===== src/rtl/window_generator_3x3.sv =====
// 3x3 sliding-window generator over a raster pixel stream using two line buffers.
// Emits only fully-interior windows, one cycle after the pixel that completes each one.
module window_generator_3x3 #(
    parameter int IMG_WIDTH  = 256,
    parameter int IMG_HEIGHT = 256
) (
    input  logic        clk,
    input  logic        rstN,
    input  logic        frame_start,
    input  logic [7:0]  pixel_in,
    input  logic        pixel_in_valid,
    output logic [71:0] window_data,
    output logic        window_valid,
    output logic [7:0]  window_x,
    output logic [7:0]  window_y,
    output logic        frame_done
);
    localparam int         COL_W    = $clog2(IMG_WIDTH);
    localparam logic [7:0] LAST_COL = 8'(IMG_WIDTH - 1);
    localparam logic [7:0] LAST_ROW = 8'(IMG_HEIGHT - 1);

    typedef enum logic [1:0] {IDLE, FILL, ACTIVE} state_t;

    state_t      state_q, state_d, cur_state;
    logic [7:0]  col_q, col_d, row_q, row_d, cur_col, cur_row;
    logic        accept, last_col, emit;
    logic [COL_W-1:0] col_idx;
    logic [7:0]  lb1_rd, lb2_rd;
    logic [7:0]  linebuf1_q [IMG_WIDTH];
    logic [7:0]  linebuf2_q [IMG_WIDTH];
    logic [7:0]  win_q [3][3];
    logic [7:0]  win_d [3][3];
    logic [71:0] window_data_q, window_data_d;
    logic        window_valid_q, window_valid_d;
    logic [7:0]  window_x_q, window_x_d, window_y_q, window_y_d;
    logic        frame_done_q, frame_done_d;

    always_comb begin
        // frame_start overrides the stored position so the pixel arriving with it is (0,0)
        cur_state = frame_start ? FILL : state_q;
        cur_col   = frame_start ? 8'd0 : col_q;
        cur_row   = frame_start ? 8'd0 : row_q;
        accept    = pixel_in_valid && (cur_state != IDLE);
        last_col  = (cur_col == LAST_COL);
        emit      = accept && (cur_row >= 8'd2) && (cur_col >= 8'd2);
        col_idx   = cur_col[COL_W-1:0];
        lb1_rd    = linebuf1_q[col_idx];
        lb2_rd    = linebuf2_q[col_idx];

        state_d      = cur_state;
        col_d        = cur_col;
        row_d        = cur_row;
        frame_done_d = 1'b0;
        for (int r = 0; r < 3; r++) begin
            for (int c = 0; c < 3; c++) begin
                win_d[r][c] = win_q[r][c];
            end
        end

        if (accept) begin
            col_d = last_col ? 8'd0 : cur_col + 8'd1;
            row_d = last_col ? cur_row + 8'd1 : cur_row;
            if (cur_state == FILL && last_col && cur_row == 8'd1) begin
                state_d = ACTIVE;
            end
            if (cur_state == ACTIVE && last_col && cur_row == LAST_ROW) begin
                state_d      = IDLE;
                row_d        = 8'd0;
                frame_done_d = 1'b1;
            end
            for (int r = 0; r < 3; r++) begin
                win_d[r][0] = win_q[r][1];
                win_d[r][1] = win_q[r][2];
            end
            win_d[0][2] = lb2_rd;
            win_d[1][2] = lb1_rd;
            win_d[2][2] = pixel_in;
        end

        window_valid_d = emit;
        window_data_d  = window_data_q;
        window_x_d     = window_x_q;
        window_y_d     = window_y_q;
        if (emit) begin
            for (int r = 0; r < 3; r++) begin
                for (int c = 0; c < 3; c++) begin
                    window_data_d[(3*r + c)*8 +: 8] = win_d[r][c];
                end
            end
            window_x_d = cur_col - 8'd1;
            window_y_d = cur_row - 8'd1;
        end
    end

    always_ff @(posedge clk) begin
        if (!rstN) begin
            state_q        <= IDLE;
            col_q          <= 8'd0;
            row_q          <= 8'd0;
            window_valid_q <= 1'b0;
            frame_done_q   <= 1'b0;
            window_data_q  <= 72'd0;
            window_x_q     <= 8'd0;
            window_y_q     <= 8'd0;
        end else begin
            state_q        <= state_d;
            col_q          <= col_d;
            row_q          <= row_d;
            window_valid_q <= window_valid_d;
            frame_done_q   <= frame_done_d;
            window_data_q  <= window_data_d;
            window_x_q     <= window_x_d;
            window_y_q     <= window_y_d;
        end
    end

    // Buffer and window contents are never emitted until refilled by the current frame
    always_ff @(posedge clk) begin
        if (accept) begin
            linebuf1_q[col_idx] <= pixel_in;
            linebuf2_q[col_idx] <= lb1_rd;
        end
        win_q <= win_d;
    end

    assign window_data  = window_data_q;
    assign window_valid = window_valid_q;
    assign window_x     = window_x_q;
    assign window_y     = window_y_q;
    assign frame_done   = frame_done_q;
endmodule


===== config.mk =====
export PLATFORM = sky130hd
export DESIGN_NAME = window_generator_3x3
export DESIGN_NICKNAME = d
export VERILOG_FILES = /design/src/rtl/window_generator_3x3.sv
export SDC_FILE = /design/constraint.sdc
export NUM_CORES = 2
export LEC_CHECK = 0
export CAP_MARGIN = 20
export CORE_ASPECT_RATIO = 2
export CORE_MARGIN = 8
export CORE_UTILIZATION = 40
export CTS_CLUSTER_SIZE = 12
export DETAILED_ROUTE_END_ITERATION = 10
export PLACE_DENSITY_LB_ADDON = 0.25
export SYNTH_ARGS = -nofsm -noshare
export SYNTH_HDL_FRONTEND = slang
export SYNTH_SLANG_ARGS = --single-unit
export TNS_END_PERCENT = 1

===== constraint.sdc =====
create_clock -name clk -period 15.65 [get_ports clk]
set_input_delay 1.565 -clock clk [delete_from_list [all_inputs] [get_ports clk]]
set_output_delay 1.565 -clock clk [all_outputs]
set_load 0.03 [all_outputs]

Yosys cells after proc, flatten, opt, wreduce, memory -nomap -nowiden
Memories as Yosys holds them, arrays and structs flattened. Index checks and enable logic that the tools add are counted.

Add/subtract/negate cells: 4. Order comparisons: 2. Eq/ne operators: 5. Multiplexer cells: 15. Reduce and logical (&&, ||, !) cells: 9.

Operators by type and width (count): two-way mux 72 bit (1); two-way mux 8 bit (7); adder 8 x 1 -> 8 bit, second input constant (2); equality test 8 bit, second input constant (2); >= comparator 8 x 2 -> 1 bit, second input constant (2); subtractor 8 x 1 -> 8 bit, second input constant (2); equality test 8 x 1 -> 1 bit, second input constant (1); two-way mux 2 bit (4); logical AND 1 bit (7); two-way mux 1 bit (3); equality test 2 x 1 -> 1 bit, second input constant (1); equality test 2 bit, second input constant (1); AND reduction 2 bit (1); nonzero test 2 bit (1).

Flip-flop bits (word level): 180. Bits in writable memories: 4096. Input bits: 12. Output and inout port bits: 90. Word-level logic and storage cells: 54. Memories: 2.

Memories: linebuf1_q (words 256, bits a word 8, read ports 1, clocked after Yosys merged registers in 0, wr ports 1, RTL line 29) `logic [7:0] linebuf1_q [IMG_WIDTH];`; linebuf2_q (words 256, bits a word 8, read ports 1, clocked after Yosys merged registers in 0, wr ports 1, RTL line 30) `logic [7:0] linebuf2_q [IMG_WIDTH];`.

Logic depth before layout (Yosys ltp)
Depth in word-level cells: 7. Gate-level depth with buffers: 15. Depth with buffers taken out: 9.

Least setup slack after synthesis
OpenSTA, ideal clock, no wires.

Path type: input to register. From: in frame_start. To: mem linebuf2_q[0][7], data pin. Setup time: 1.650 ns. Data arrival time: 10.366 ns. Required time: 14.000 ns. Setup slack: 3.634 ns. Stages on the path: 11. Buffers on the path: 4. Cell sequence: buf_6 nor4b_1 buf_2 buf_2 buf_1 a21oi_1 o22ai_1 a21oi_1 a31oi_1 o22ai_1 mux2i_1.

Longest elaborated chain between the ends: 2.

Ends and longest elaborated chain: start, declared (RTL line 9) `input logic frame_start,`; two-way mux 8 bit (RTL line 41) `cur_col = frame_start ? 8'd0 : col_q;`; memory read (256 x 8 bit); via lb1_rd[7] (RTL line 28) `logic [7:0] lb1_rd, lb2_rd;`; end, declared (RTL line 30).

The timed path passes the listed nets, and every way through them passes these cells.

Worst setup path after layout
From: in frame_start. To: mem linebuf2_q[221][3], data pin.

Same word-level chain as after synthesis.

==> metrics list <==
* Result of the run: finished, final reports clean
* Antenna violations before repair: 33
- In this run the horizontal extent of the chip is 473 um.
- Crit share post-route: 53.4%
* Total of max-cap violations: 0
* Number of H-tree levels: 5
- Height of the die: just over 900 um
* Weighted congestion reported at the end of routability-driven placement: just over 0.9
- Setup repair after global routing missed its margin: no
* Non-Filler Cell Area, Final: 188000 um^2
- Die area: 440000 um^2
- Simple-gate area share of the yosys netlist: between 7 and 8%
- Clk_lat worst skew: around 0.97 ns
* Power per cell area: ~120 nW/um^2
- Count of buffers inserted at the top-level ports: 101
* Post-synthesis async set-or-reset flop share: 0%
- Once the clock tree was built, the resizer swapped 0 gates to a different size.
- Part of the Yosys area used for sequential elements: 75.8%
- Per-cell routed wire length: 34.3 um
* DP Cell Count: approximately 17000
- The first detailed-routing pass ran for 6 iterations.
- During synthesis, Yosys emitted a total of 0 warnings.
- CTS tree: yes
- For hold timing, the worst endpoint is win_q[16].
- DRC violation count after routing: 0
- Once placement finished, the instance area stood at around 180000 um^2.
* Area delta synth->final: 12.8%
- Endpoint of the worst-slack reg-to-reg timing path: win_q[30]
- In the post-route analysis, the smallest setup slack over all paths is 7.30 ns.
- Number of standard-cell rows in the floorplan: 335
* Final Hold Viols: 0
- Final HPWL DP: 358000 um
- Mean Syn Cell Area: 15.0 um^2
* Setup tns final: 0 ns
- Post-layout power: between 20000 and 25000 uW
* Share of layout cells above drive strength 1: 13.4%
- Pin placement for this block handled about 100 I/O pins.
- The synthesized netlist devotes less than 1% of its cell area to XOR and XNOR gates.
* CTS clk-pin slew, worst paths: 0.06 ns
- Fill cells in the final layout number 36300.
- Static Leakage: just under 0.06 uW
- Counting cells, the worst reg-to-reg path comes to 14.
- Startpoint of the lowest-slack hold path: win_q[16]
- Post-CTS setup buffer count: 0
- Arrival @ worst endpoint: 8.82 ns
* Core Footprint: 416000 um^2
* Number of distinct library cell variants in the gate-level netlist after synthesis: 81
- Number of buffers created by CTS: 400
* Worst Setup Path Type: in2reg
- Data required time of the critical path: around 16 ns
* Leading cell type in the layout, fill and taps excluded: edfxtp_1
- The number of nets in the synthesized netlist is ~11000.
- In this run the worst path has a maximum fanout of 135.
- The count of cells in the finished layout, fillers not included, comes to approximately 17000.
* Detailed-route via count: 104000
* Commonest register cell after synthesis: edfxtp_1
* Shortest period the worst path allows: approximately 8.3 ns
- Of all cell types, the one taking the most synthesized area is edfxtp_1.
* Effective utilization at floorplan: 40.2%
* GRT Overall Usage: about a quarter
- Tracing the worst setup path back leads to its startpoint at frame_start.
* Vias in the first global route: between 100k and 150k
- Class of the tightest hold or removal check: reg2reg
- Setup slack on the worst reg-to-reg path comes out at 7.61 ns.
- Type of element capturing the critical path: flop
* Hold Crit Depth: 2
- In this run, synthesis produced a sequential element count of 4276.
- Largest family of logic cells by synthesized area: compound AO/OA/AOI/OAI gates
* Drt via density: 6.09
- Adder-cell share of the synthesized area: less than 1%
- In this run the tightest slew margin relative to its limit is a little under an eighth.
- Synthesis produced a netlist whose cell count is 11100.
* Maximum buffer depth of the clock tree: 4
* Global-route wire length before repair: 809000 um
- Maximum clock skew at final layout: 0.0775 ns
- The root buffer cell chosen for the clock tree is clkbuf_16.
- Setup violations remaining at the end of the flow were counted as 0.
* First-iteration detailed-routing DRC count: 12600
- The worst register-to-register path begins at col_q[0].
- The synthesized netlist occupies a cell area of 167000 um^2.
- At the pin with the least slew margin, the transition time is 1.33 ns.
- For this run, the top clock speed supported by timing is 120 MHz.
- Worst-case vdd ir drop: 0.0944 mV
- The worst setup path is launched from an input pin.
- Total congestion overflow after global routing: 0
- Area share of the largest cell type after synthesis: 73.7%
- Most used cells in the layout excluding fill and tap cells: edfxtp_1, nand2_1, buf_4
* Number of enable flip-flop cells after synthesis: 4096
- After synthesis, the cell types taking the most area are edfxtp_1, nand2_1, mux2i_1.
- The synthesized netlist devotes 9.75% of its cell area to compound gates.
- Maximum number of pins on one net before global-route repair: 172
* Final Slew Violations: 0
- The tree built by TritonCTS fans out to around 4300 sinks.
- Worst setup slack after placement: approximately 6.7 ns
- Final wirelength: between 500000 and 600000 um
- In the synthesized netlist, mux cells make up 3.90% of the area.
- Once detail routing completed, the nets flagged for antenna violations numbered 0.
- Total of hold buffers inserted after clock tree synthesis: 0
* # nets final: 11400
[cells in the mapped netlist, types with 16 or more instances]
master       n
edfxtp_1  4096
nand2_1   1788
a211oi_1   461
nor2b_1    444
a311oi_1   421
buf_2      417
nor2_1     382
mux2i_1    378
o22ai_1    375
o21ai_0    278
a21oi_1    274
clkbuf_1   259
a31oi_1    251
mux2_2     217
dfxtp_1    180
nor4_1     174
nand3_1    112
a221oi_1    92
buf_1       87
buf_4       52
nor3_1      38
o221ai_1    34
a22oi_1     16
o21ai_1     16
[cell type report]
| cell class | count | area, um^2 | share of cell area, % |
|---|---|---|---|
| antenna | 73 | 183 | 0.0970 |
| clock buffer | 487 | 10500 | 5.60 |
| clock inverter | 19 | 246 | 0.131 |
| inverter | 16 | 75.1 | 0.0399 |
| multi-input combinational | 5989 | 37400 | 19.9 |
| sequential | 4276 | 127000 | 67.2 |
| tap | 5560 | 6960 | 3.69 |
| timing repair buffer | 716 | 6310 | 3.35 |
[power by group]
group | switching [uW] | internal, uW
Clock | 4100 | 4680
Combinational | 700 | 183
Sequential | 19.3 | 12600
[sequential cells by signal, indices dropped and copies added (netlist names)]
| signal | count |
|---|---|
| row_q | 8 |
| linebuf2_q | 2048 |
| window_valid | 1 |
| linebuf1_q | 2048 |
| win_q | 72 |
| frame_done | 1 |
| window_y | 8 |
| window_x | 8 |
| window_data | 72 |
| state_q | 2 |
| col_q | 8 |
[how the worst max path moves through the flow]
stage	to	slack [ns]	cells after the start
final	linebuf2_q[221][3]	7.30	13
after global placement	linebuf2_q[249][0]	6.31	15
after detailed placement	linebuf2_q[214][3]	6.67	13
after global routing	linebuf2_q[66][0]	7.27	16
after floorplan	linebuf2_q[0][7]	3.63	11
after CTS	win_q[30]	7.69	14
[critical path, stage by stage]
cell and delay [ns]:
buf_6 0.34, buf_4 0.62, nor2b_4 0.13, inv_8 0.43
buf_12 0.47, buf_12 0.55, a311oi_1 0.22, nor4_2 0.94
buf_4 0.25, o22ai_1 0.11, nor4_1 0.77, nand3_4 0.93
buf_4 0.74
[metrics by stage]
| step | hold slack, ns | utilization, % |
|---|---|---|
| 2_1_floorplan | 0.418 | - |
| 3_3_place_gp | 0.430 | 42.5 |
| 3_5_place_dp | 0.437 | 42.6 |
| 4_1_cts | 0.451 | 45.2 |
| 5_1_grt | 0.472 | 45.3 |
| 6_report | 0.446 | 45.3 |
[layer usage]
layer  vias to the layer above  share of wire, %  routed length [um]  global-route usage (%)
met2                      5469                49              289000                    43.9
met5                         -            0.0022                  13                       0
met4                         2                11               62800                    22.3
li1                      43500                 -                   -                       -
met3                      1550               7.3               42900                    3.58
met1                     53900                33              194000                    28.2
[cell families after synthesis]
kind of cell / after synthesis
adders and majority gates: 9
DFF: 4276
muxes: 608
xor gates and xnor gates: 20
buffers and inverters: 843
and+or+nand+nor: 3009
AOI/OAI and AO/OA: 2343
Power figures use the tool's default switching activity.
